`src/rtl/sass_pkg.sv`:
```
`default_nettype none
// ============================================================================
// Module   : sass_pkg
// Purpose  : Shared widths and reset constants for the PWM audio output path.
// Revision : 1.0 - initial release
// ============================================================================
package sass_pkg;

    localparam int PWM_BITS   = 8;
    localparam int FRAME_LEN  = 256;
    localparam int PRESC_BITS = 16;

    typedef logic [PWM_BITS-1:0] pwm_word_t;

    localparam pwm_word_t DUTY_RESET = 8'h80;
    localparam pwm_word_t CNT_MAX    = pwm_word_t'(FRAME_LEN - 1);
    localparam pwm_word_t SIGN_FLIP  = 8'h80;

endpackage : sass_pkg
`default_nettype wire

```
`src/rtl/pwm_out_if.sv`:
```
`default_nettype none
// ============================================================================
// Module   : pwm_out_if
// Purpose  : Valid/ready sample handshake between waveshaper and PWM output.
// Revision : 1.0 - initial release
// ============================================================================
interface pwm_out_if;
    import sass_pkg::*;

    pwm_word_t sample;
    logic      sample_valid;
    logic      sample_ready;

    modport master (output sample, output sample_valid, input  sample_ready);
    modport slave  (input  sample, input  sample_valid, output sample_ready);

endinterface : pwm_out_if
`default_nettype wire

```
`src/rtl/tick_gen.sv`:
```
`default_nettype none
// ============================================================================
// Module   : tick_gen
// Purpose  : Divide-by-DIV prescaler; one-clk tick every DIV clks while enabled.
// Revision : 1.0 - initial release
// ============================================================================
module tick_gen
    import sass_pkg::*;
#(
    parameter int unsigned DIV = 1
) (
    input  wire logic clk,
    input  wire logic Rst_i,
    input  wire logic enable_i,
    output logic      tick_o
);

    localparam logic [PRESC_BITS-1:0] LAST = PRESC_BITS'(DIV - 1);

    logic [PRESC_BITS-1:0] presc_q;
    logic [PRESC_BITS-1:0] presc_d;
    logic                  at_last;

    // With DIV=1 LAST is zero, so the counter never leaves 0 and tick follows enable.
    assign at_last = (presc_q == LAST);
    assign tick_o  = enable_i & at_last;

    always_comb begin
        presc_d = presc_q + 1'b1;
        if (!enable_i || at_last) begin
            presc_d = '0;
        end
    end

    always_ff @(posedge clk or negedge Rst_i) begin
        if (!Rst_i) begin
            presc_q <= '0;
        end else begin
            presc_q <= presc_d;
        end
    end

endmodule : tick_gen
`default_nettype wire

```
`src/rtl/pwm_out.sv`:
```
`default_nettype none
// ============================================================================
// Module   : pwm_out
// Purpose  : 8-bit PWM DAC with double-buffered sample, frame strobe, underrun.
//            Build option PWM_SIGNED_EN: treat sample as two's complement.
// Revision : 1.0 - initial release
// ============================================================================
module pwm_out
    import sass_pkg::*;
#(
    parameter int unsigned DIV = 1
) (
    input  wire logic clk,
    input  wire logic Rst_i,
    pwm_out_if.slave  smp_if,
    input  wire logic enable_i,
    input  wire logic underrun_clr_i,
    output logic      pwm_o,
    output logic      frame_o,
    output logic      underrun_o
);

    logic      tick;
    logic      wrap;
    logic      xfer;
    pwm_word_t sample_in;

    pwm_word_t cnt_q,  cnt_d;
    pwm_word_t hold_q, hold_d;
    pwm_word_t duty_q, duty_d;
    logic      hold_full_q, hold_full_d;
    logic      underrun_q,  underrun_d;
    logic      pwm_q,       pwm_d;
    logic      frame_q,     frame_d;

    tick_gen #(
        .DIV (DIV)
    ) u_tick_gen (
        .clk      (clk),
        .Rst_i    (Rst_i),
        .enable_i (enable_i),
        .tick_o   (tick)
    );

`ifdef PWM_SIGNED_EN
    assign sample_in = smp_if.sample ^ SIGN_FLIP;
`else
    assign sample_in = smp_if.sample;
`endif

    assign smp_if.sample_ready = ~hold_full_q;
    assign xfer                = smp_if.sample_valid & ~hold_full_q;
    assign wrap                = tick & (cnt_q == CNT_MAX);

    always_comb begin
        cnt_d       = cnt_q;
        hold_d      = hold_q;
        duty_d      = duty_q;
        hold_full_d = hold_full_q;
        underrun_d  = underrun_q;

        if (!enable_i) begin
            cnt_d = '0;
        end else if (tick) begin
            cnt_d = cnt_q + 1'b1;
        end

        // Wrap decides on the pre-edge hold_full; a same-cycle transfer refills hold.
        if (wrap && hold_full_q) begin
            duty_d      = hold_q;
            hold_full_d = 1'b0;
        end
        if (xfer) begin
            hold_d      = sample_in;
            hold_full_d = 1'b1;
        end

        if (wrap && !hold_full_q) begin
            underrun_d = 1'b1;
        end else if (underrun_clr_i) begin
            underrun_d = 1'b0;
        end

        pwm_d   = enable_i & (cnt_q < duty_q);
        frame_d = wrap;
    end

    always_ff @(posedge clk or negedge Rst_i) begin
        if (!Rst_i) begin
            cnt_q       <= '0;
            hold_q      <= '0;
            duty_q      <= DUTY_RESET;
            hold_full_q <= 1'b0;
            underrun_q  <= 1'b0;
            pwm_q       <= 1'b0;
            frame_q     <= 1'b0;
        end else begin
            cnt_q       <= cnt_d;
            hold_q      <= hold_d;
            duty_q      <= duty_d;
            hold_full_q <= hold_full_d;
            underrun_q  <= underrun_d;
            pwm_q       <= pwm_d;
            frame_q     <= frame_d;
        end
    end

    assign pwm_o      = pwm_q;
    assign frame_o    = frame_q;
    assign underrun_o = underrun_q;

endmodule : pwm_out
`default_nettype wire

```
`src/flat_wrapper.sv`:
```
// flat-port wrapper written by rule: the top's interface ports become plain ports
module pwm_out_flat import sass_pkg::*;
#(
    parameter int unsigned DIV = 1
)
  (clk, Rst_i, enable_i, underrun_clr_i, pwm_o, frame_o, underrun_o, smp_if_sample, smp_if_sample_valid, smp_if_sample_ready);
  pwm_out_if smp_if_i ();
  input  wire logic clk;
  input  wire logic Rst_i;
  input  wire logic enable_i;
  input  wire logic underrun_clr_i;
  output logic pwm_o;
  output logic frame_o;
  output logic underrun_o;
  input wire logic [$bits(smp_if_i.sample)-1:0] smp_if_sample;
  input wire logic [$bits(smp_if_i.sample_valid)-1:0] smp_if_sample_valid;
  output wire logic [$bits(smp_if_i.sample_ready)-1:0] smp_if_sample_ready;
  assign smp_if_i.sample = smp_if_sample;
  assign smp_if_i.sample_valid = smp_if_sample_valid;
  assign smp_if_sample_ready = smp_if_i.sample_ready;
  pwm_out #(.DIV(DIV)) u_core (.clk(clk), .Rst_i(Rst_i), .smp_if(smp_if_i), .enable_i(enable_i), .underrun_clr_i(underrun_clr_i), .pwm_o(pwm_o), .frame_o(frame_o), .underrun_o(underrun_o));
endmodule
```
`config.mk`:
```
export PLATFORM = sky130hd
export DESIGN_NAME = pwm_out_flat
export DESIGN_NICKNAME = d
export VERILOG_FILES = /design/src/rtl/sass_pkg.sv /design/src/rtl/pwm_out_if.sv /design/src/rtl/tick_gen.sv /design/src/rtl/pwm_out.sv /design/src/flat_wrapper.sv
export SDC_FILE = /design/constraint.sdc
export NUM_CORES = 1
export LEC_CHECK = 0
export ABC_AREA = 1
export BUFFER_PORTS_ARGS = -buffer_cell sky130_fd_sc_hd__buf_4
export CAP_MARGIN = 20
export CORE_MARGIN = 2
export CORE_UTILIZATION = 50
export DETAILED_ROUTE_END_ITERATION = 7
export PLACE_DENSITY = 0.68
export SETUP_SLACK_MARGIN = 0.1
export SLEW_MARGIN = 20
export SYNTH_ARGS = -nofsm -noshare
export SYNTH_HDL_FRONTEND = slang
export SYNTH_HIERARCHICAL = 1
export SYNTH_SLANG_ARGS = --single-unit
export TNS_END_PERCENT = 20
```
`constraint.sdc`:
```
create_clock -name clk -period 5.1 [get_ports clk]
set_input_delay 0.765 -clock clk [delete_from_list [all_inputs] [get_ports clk]]
set_output_delay 0.765 -clock clk [all_outputs]
set_load 0.01 [all_outputs]
```
==> run_results.csv, run 1 <==
group,metric,value,unit
timing,period_minus_slack,1.98,ns
worst_setup_path,cp-startpoint,"u_core/u_tick_gen/presc_q[0]$_DFF_PN0_",
power_and_ir_drop,cellPowerDensity,237,nW/um^2
worst_setup_path,r2r_start,"u_core/u_tick_gen/presc_q[0]$_DFF_PN0_",
detailed_routing,drc,0,
layout,fill_cells,414,
cts,post_cts_resized,0,
placement,place_hpwl,2930,um
synth,synth_seq_area_share,46.9,%
global_routing,grt_pass1_vias,1711,
timing,rsz0062_at_grt,"false",
global_routing,grt_pass1_wl,7340,um
floorplanning,die_w,72.5,um
power_and_ir_drop,p_total,614,uW
placement,post-place-ws,3.05,ns
global_routing,gr-usage-all-layers,17.8,%
placement,placed_area,2500,sq um
cts,cts-buffers-inserted,5,
timing,hold_viol,0,
layout,final_cell_mix,"57 x nand2_1, 48 x nor2_1, 43 x dfrtp_1, 42 x inv_1, 16 x buf_4",
power_and_ir_drop,p_leak,1.20,nW
timing,setup_tns,0,ns
layout,drive_gt1_share,17.4,%
floorplanning,core,4440,sq um
timing,clock_skew,0.00398,ns
worst_setup_path,cp_max_fo,17,
synth,syn-instance-count,285,
floorplanning,num_rows,24,
detailed_routing,routedWlPerCell,11.1,um
timing,fmax,505,MHz
placement,placedCellCount,349,
floorplanning,design.die.area,5260,sq um
worst_hold_path,holdCritPathClass,"input pin to async pin",
floorplanning,dieHeight,72.5,um
flow_run,drv_cap,0,
timing,timing.final.ws_setup,3.12,ns
detailed_routing,antenna_left,0,
worst_setup_path,end_kind,"register",
timing,drv_slew,0,
synth,syn_area_per_cell,8.24,sq um
synth,ys_warn_count,6,
global_routing,grt_overflow_total,0,
cts,cts_tree,"done",
floorplanning,io-pin-count,17,
cts,clock_latency,0.29,ns
detailed_routing,drt_first_iter_violations,142,
detailed_routing,drt-total-wl,3960,um
layout,final_common_cell,"nand2_1",
layout,stdcell_count,357,
layout,area_delta_synth_final,10.3,%
timing,max-slew-margin-rel,63.9,%
synth,yosys.area.top_type_share,45.8,%
layout,final_nets,327,
synth,synth.area.top_cells,"dfrtp_1 46%, nand2_1 9.1%, nor2_1 7.7%",
synth,ys_types,25,
layout,design_area,2590,sq um
layout,multi_input_area,1050,sq um
cts,clockRootBuffer,"clkbuf_8",
timing,max_slew.worst_pin.slew,0.542,ns
placement,io_buffers,16,
cts,post_cts_buffers,0,
worst_setup_path,cp_data_arrival_time,2.17,ns
worst_setup_path,cp.required,5.29,ns
worst_setup_path,startpoint_type,"register",
cts,holdBufCountCts,0,
layout,num_antenna_cells,0,
cts,h-tree-depth,2,
timing,setup_viol,0,
global_routing,antenna_found_initial,0,
global_routing,grt_max_degree,45,
synth,ys_seq_elements,44,
synth,synth_top_cell_by_area,"dfrtp_1",
layout,seq_area,1100,sq um
floorplanning,start_util,52.8,%
worst_setup_path,worst-setup-path-type,"register to register",
cts,clock_tree.buffer_depth,2,
cts,clock_sinks,44,
power_and_ir_drop,ir_drop,0.187,mV
synth,syn_area,2350,sq um
status,status,"complete, no violations",
synth,synth_nets,308,
detailed_routing,dr.pass1.iters,4,
cts,cts.clk_slew.worst_paths,0.09,ns
timing,period_share,38.8,%
detailed_routing,dr_total_vias,1768,
detailed_routing,viasPerCell,4.95,
placement,place_congestion,0.804,
==> worst max-delay path: stages (launching register included) <==
cell and delay (ns):
dfrtp_1 0.41, inv_1 0.12, ha_1 0.15, nand2_1 0.05, nor2_1 0.11, nand2_1 0.09, nor2_1 0.21, nand2_1 0.15
nor2_4 0.15, nand3_4 0.22, nand2_1 0.15, o21ai_2 0.06
==> power breakdown <==
part	internal (mW)	total [mW]	switching [mW]	leakage, nW
clock network	0.0971	0.222	0.125	0.0404
registers	0.356	0.359	0.00336	0.572
logic	0.0122	0.0324	0.0203	0.589
total	0.465	0.614	0.149	1.20
==> layer usage <==
metal	global-route usage, %	up-vias	part of all wire, %	wire, um
li1	-	930	-	-
met1	25.6	805	53	2090
met2	25.8	29	43	1710
met3	4.17	4	2.9	114
met4	7.41	0	1.2	49
met5	0	-	0	0
==> stage by stage <==
step	hold WS (ns)	utilization [%]
floorplan	0.449	-
global placement	0.467	56.2
detailed placement	0.470	56.2
CTS	0.467	58.3
global route	0.497	58.3
finish	0.441	58.3
==> final timing paths <==
path                                                      endpoint  slack, ns  cells after the start
max in group asynchronous             u_core/duty_q[7]$_DFFE_PN1P_       4.27                      1
min in group clk            u_core/u_tick_gen/presc_q[0]$_DFF_PN0_       0.48                      1
setup / recovery                      u_core/duty_q[1]$_DFFE_PN0P_       3.12                     11
hold / removal             u_core/u_tick_gen/presc_q[14]$_DFF_PN0_       0.44                      1
setup reg to reg                      u_core/duty_q[1]$_DFFE_PN0P_       3.12                     11
hold reg to reg             u_core/u_tick_gen/presc_q[0]$_DFF_PN0_       0.48                      1
==> sequential cells by signal, indices dropped and copies added (netlist names) <==
| signal | cells |
|---|---|
| u_core/cnt_q | 8 |
| u_core/duty_q | 8 |
| u_core/frame_o | 1 |
| u_core/hold_full_q | 1 |
| u_core/hold_q | 8 |
| u_core/pwm_o | 1 |
| u_core/u_tick_gen/presc_q | 16 |
| u_core/underrun_o | 1 |
==> Yosys cell counts <==
| library cell | count |
|---|---|
| nand2_1 | 57 |
| nor2_1 | 48 |
| dfrtp_1 | 43 |
| inv_1 | 42 |
| a21oi_1 | 14 |
| nand3_1 | 13 |
| ha_1 | 10 |
| nand2_2 | 10 |
| o21ai_2 | 9 |
| nand4_1 | 5 |
| o21ai_0 | 5 |
| xor2_1 | 5 |
| nor2_4 | 4 |
| nor2_2 | 3 |
| o21bai_1 | 3 |
| buf_6 | 2 |
| nor3_1 | 2 |
| o21ai_1 | 2 |
| xnor2_1 | 2 |
| buf_2 | 1 |
| buf_4 | 1 |
| dfstp_2 | 1 |
| nand3_2 | 1 |
| nand3_4 | 1 |
| nor4_1 | 1 |
==> cell families after synthesis <==
| logic type | Yosys count | synth area share, % |
|---|---|---|
| compound gates | 33 | 8.79 |
| xor+xnor | 7 | 2.61 |
| fa+ha+maj | 10 | 5.33 |
| simple gates | 145 | 28.1 |
| buf+inv | 46 | 8.20 |
| flops | 44 | 46.9 |
==> final cells by class <==
class | count | share of cell area (%)
sequential | 44 | 42.5
multi-input combinational | 195 | 40.7
inverter | 42 | 6.08
timing repair buffer | 16 | 4.64
clock buffer | 5 | 2.66
tap | 52 | 2.51
clock inverter | 3 | 0.917
(Power assumes the default switching activity.)
==> run 2, diff against run 1 <==
clock period = 2 ns   (was 5.1 ns; I/O delays follow)
==> run 2 against run 1 <==
The flow now finishes with violations (negative hold slack); power rose to 3.2 times the previous value; maximum frequency up 15%; clock power increased to 4.2 times the previous value; cell count grew 2.2%; non-clock buffer count increased by 7; cell area is 5.7% higher; global-route usage increased by 0.55 points; sequential share of layout area down 2.3 points; clock-buffer cell count unchanged; hold slack lost 0.46 ns; critical path depth rose by 2; critical path type unchanged; highest routed layer unchanged.
==> run_results.csv, run 2 (synthesis results as in run 1) <==
group,metric,value,unit
timing,period_minus_slack,1.73,ns
cts,clockRootBuffer,"clkbuf_8",
timing,rsz0062_at_grt,"false",
worst_setup_path,cp_data_arrival_time,1.92,ns
layout,finish.utilization,61.7,%
layout,area_delta_synth_final,16.7,%
placement,placed_area,2520,sq um
floorplanning,die_w,72.5,um
worst_setup_path,cp.required,2.20,ns
layout,design_area,2740,sq um
global_routing,globalRouteMet3Util,5.14,%
timing,setup_viol,0,
worst_hold_path,holdCritPathClass,"input pin to async pin",
global_routing,gr-usage-all-layers,18.3,%
detailed_routing,drt_first_iter_violations,122,
detailed_routing,antenna_left,0,
cts,cts-buffers-inserted,5,
status,status,"finished with violations",
layout,top_register,"u_core/u_tick_gen/presc_q",
placement,place_hpwl,2940,um
power_and_ir_drop,switching_share,19.5,%
cts,h-tree-depth,2,
global_routing,antenna_found_initial,0,
cts,clock_sinks,44,
global_routing,grt_pass1_wl,7450,um
power_and_ir_drop,pwr-share-clk,48.4,%
floorplanning,design.die.area,5260,sq um
power_and_ir_drop,cellPowerDensity,711,nW/um^2
power_and_ir_drop,seqPwrFrac,47.0,%
power_and_ir_drop,pwr-share-comb,4.6,%
worst_setup_path,end_kind,"register",
global_routing,busiest_layer,"met2",
worst_setup_path,r2r_start,"u_core/u_tick_gen/presc_q[9]$_DFF_PN0_",
detailed_routing,dr_total_vias,1789,
cts,cts_tree,"done",
global_routing,grt_pass1_vias,1677,
worst_setup_path,worst-setup-path-type,"register to register",
detailed_routing,drc,0,
timing,fmax,579,MHz
timing,drv_slew,0,
power_and_ir_drop,ir_drop,0.414,mV
global_routing,gr-usage-met1,26.1,%
global_routing,grt_overflow_total,0,
timing,setup_tns,0,ns
detailed_routing,viasPerCell,4.90,
cts,cts.clk_slew.worst_paths,0.09,ns
worst_setup_path,cp-startpoint,"u_core/u_tick_gen/presc_q[9]$_DFF_PN0_",
layout,final_common_cell,"nand2_1",
status,violations,"negative hold slack",
timing,period_share,86.3,%
placement,place_congestion,0.827,
timing,max_slew.worst_pin.slew,0.553,ns
global_routing,met2_usage,26.6,%
power_and_ir_drop,p_leak,1.28,nW
detailed_routing,dr.pass1.iters,4,
detailed_routing,drt-total-wl,4310,um
layout,final_cell_mix,"56 x nand2_1, 46 x nor2_1, 43 x dfrtp_1, 41 x inv_1, 23 x buf_4",
cts,clock_tree.buffer_depth,2,
timing,hold_viol,41,
worst_setup_path,cp_max_fo,6,
power_and_ir_drop,p_int,1.57,mW
power_and_ir_drop,p_sw,380,uW
layout,num_antenna_cells,0,
timing,max-slew-margin-rel,63.1,%
floorplanning,core,4440,sq um
floorplanning,dieHeight,72.5,um
layout,drive_gt1_share,20.8,%
placement,io_buffers,16,
layout,fill_cells,390,
detailed_routing,routedWlPerCell,11.8,um
cts,clock_latency,0.30,ns
floorplanning,num_rows,24,
floorplanning,start_util,52.8,%
global_routing,grt_max_degree,45,
flow_run,drv_cap,0,
timing,clock_skew,0.00652,ns
timing,timing.hold.ws,-0.0237,ns
worst_setup_path,startpoint_type,"register",
layout,largest_register_ffs,16,
layout,final_nets,335,
floorplanning,io-pin-count,17,
## run 2: cell count changes in the layout (fill, tap and decap cells not counted), sizes merged
cell,before,now
bufinv,0,3
clkinvlp,2,0
buf,16,23
nand3,15,16
clkinv,1,0
## run 2: final cells by class
cell class | instances | area (sq um) | area share (%)
clock buffers | 5 | 68.8 | 2.51
clock inverters | 3 | 90.1 | 3.29
inverters | 42 | 158 | 5.75
multi-input cells | 196 | 1080 | 39.5
flip-flops and latches | 44 | 1100 | 40.2
well taps | 52 | 65.1 | 2.37
repair buffers | 23 | 173 | 6.30
## run 2: final timing paths
kind                                                            to  slack [ns]  cells past startpoint
max                                    u_core/cnt_q[7]$_DFFE_PN0P_        0.27                     13
min                        u_core/u_tick_gen/presc_q[12]$_DFF_PN0_       -0.02                      1
max reg2reg                            u_core/cnt_q[7]$_DFFE_PN0P_        0.27                     13
min reg2reg                           u_core/duty_q[0]$_DFFE_PN0P_        0.49                      2
max in group asynchronous             u_core/duty_q[7]$_DFFE_PN1P_        1.63                      1
min in group clk                     u_core/underrun_o$_DFFE_PN0P_        0.17                      2
## run 2: metal layers
layer | wire (um) | vias to the layer above
met5 | 0 | -
met1 | 2240 | 800
li1 | - | 949
met2 | 1800 | 29
met4 | 115 | 0
met3 | 147 | 11
## run 2: power by group through the flow
stage / sequential [mW] / clock (mW) / combinational [mW]
floorplan: 0.932 / 0 / 0.0387
global placement: 0.933 / 0 / 0.0851
detailed placement: 0.933 / 0 / 0.0867
CTS: 0.916 / 0.958 / 0.0872
global route: 0.918 / 0.988 / 0.104
finish: 0.916 / 0.942 / 0.0898
## run 2: stage by stage
step	worst slack, ns	total power [mW]	instances	hold slack, ns
after detailed placement	0.135	1.02	352	0.329
after global placement	0.174	1.02	352	0.329
final	0.274	1.95	365	-0.0237
after global routing	0.0924	2.01	365	0.0236
after floorplan	0.211	0.971	285	0.00441
after CTS	0.122	1.96	360	0.000209
## run 2: worst max-delay path, cell delays in order, from the launching register on
cell and delay, ns:
dfrtp_1 0.43, nor2_1 0.13, nand3_1 0.09, nor2_1 0.11, nand2_1 0.09, nor2_2 0.12, buf_4 0.12, inv_1 0.06
nand2_4 0.09, nand2_2 0.07, nor2_2 0.13, nand3_1 0.09, nand2_1 0.06, nor2_1 0.04
## run 2: timing repair
| item | 4_1_cts | 5_1_grt |
|---|---|---|
| setup endpoints to repair | 0 | 13 |
| buffers inserted | 0 | 4 |
| gates resized for setup | 0 | 6 |
| hold buffers | 0 | 0 |
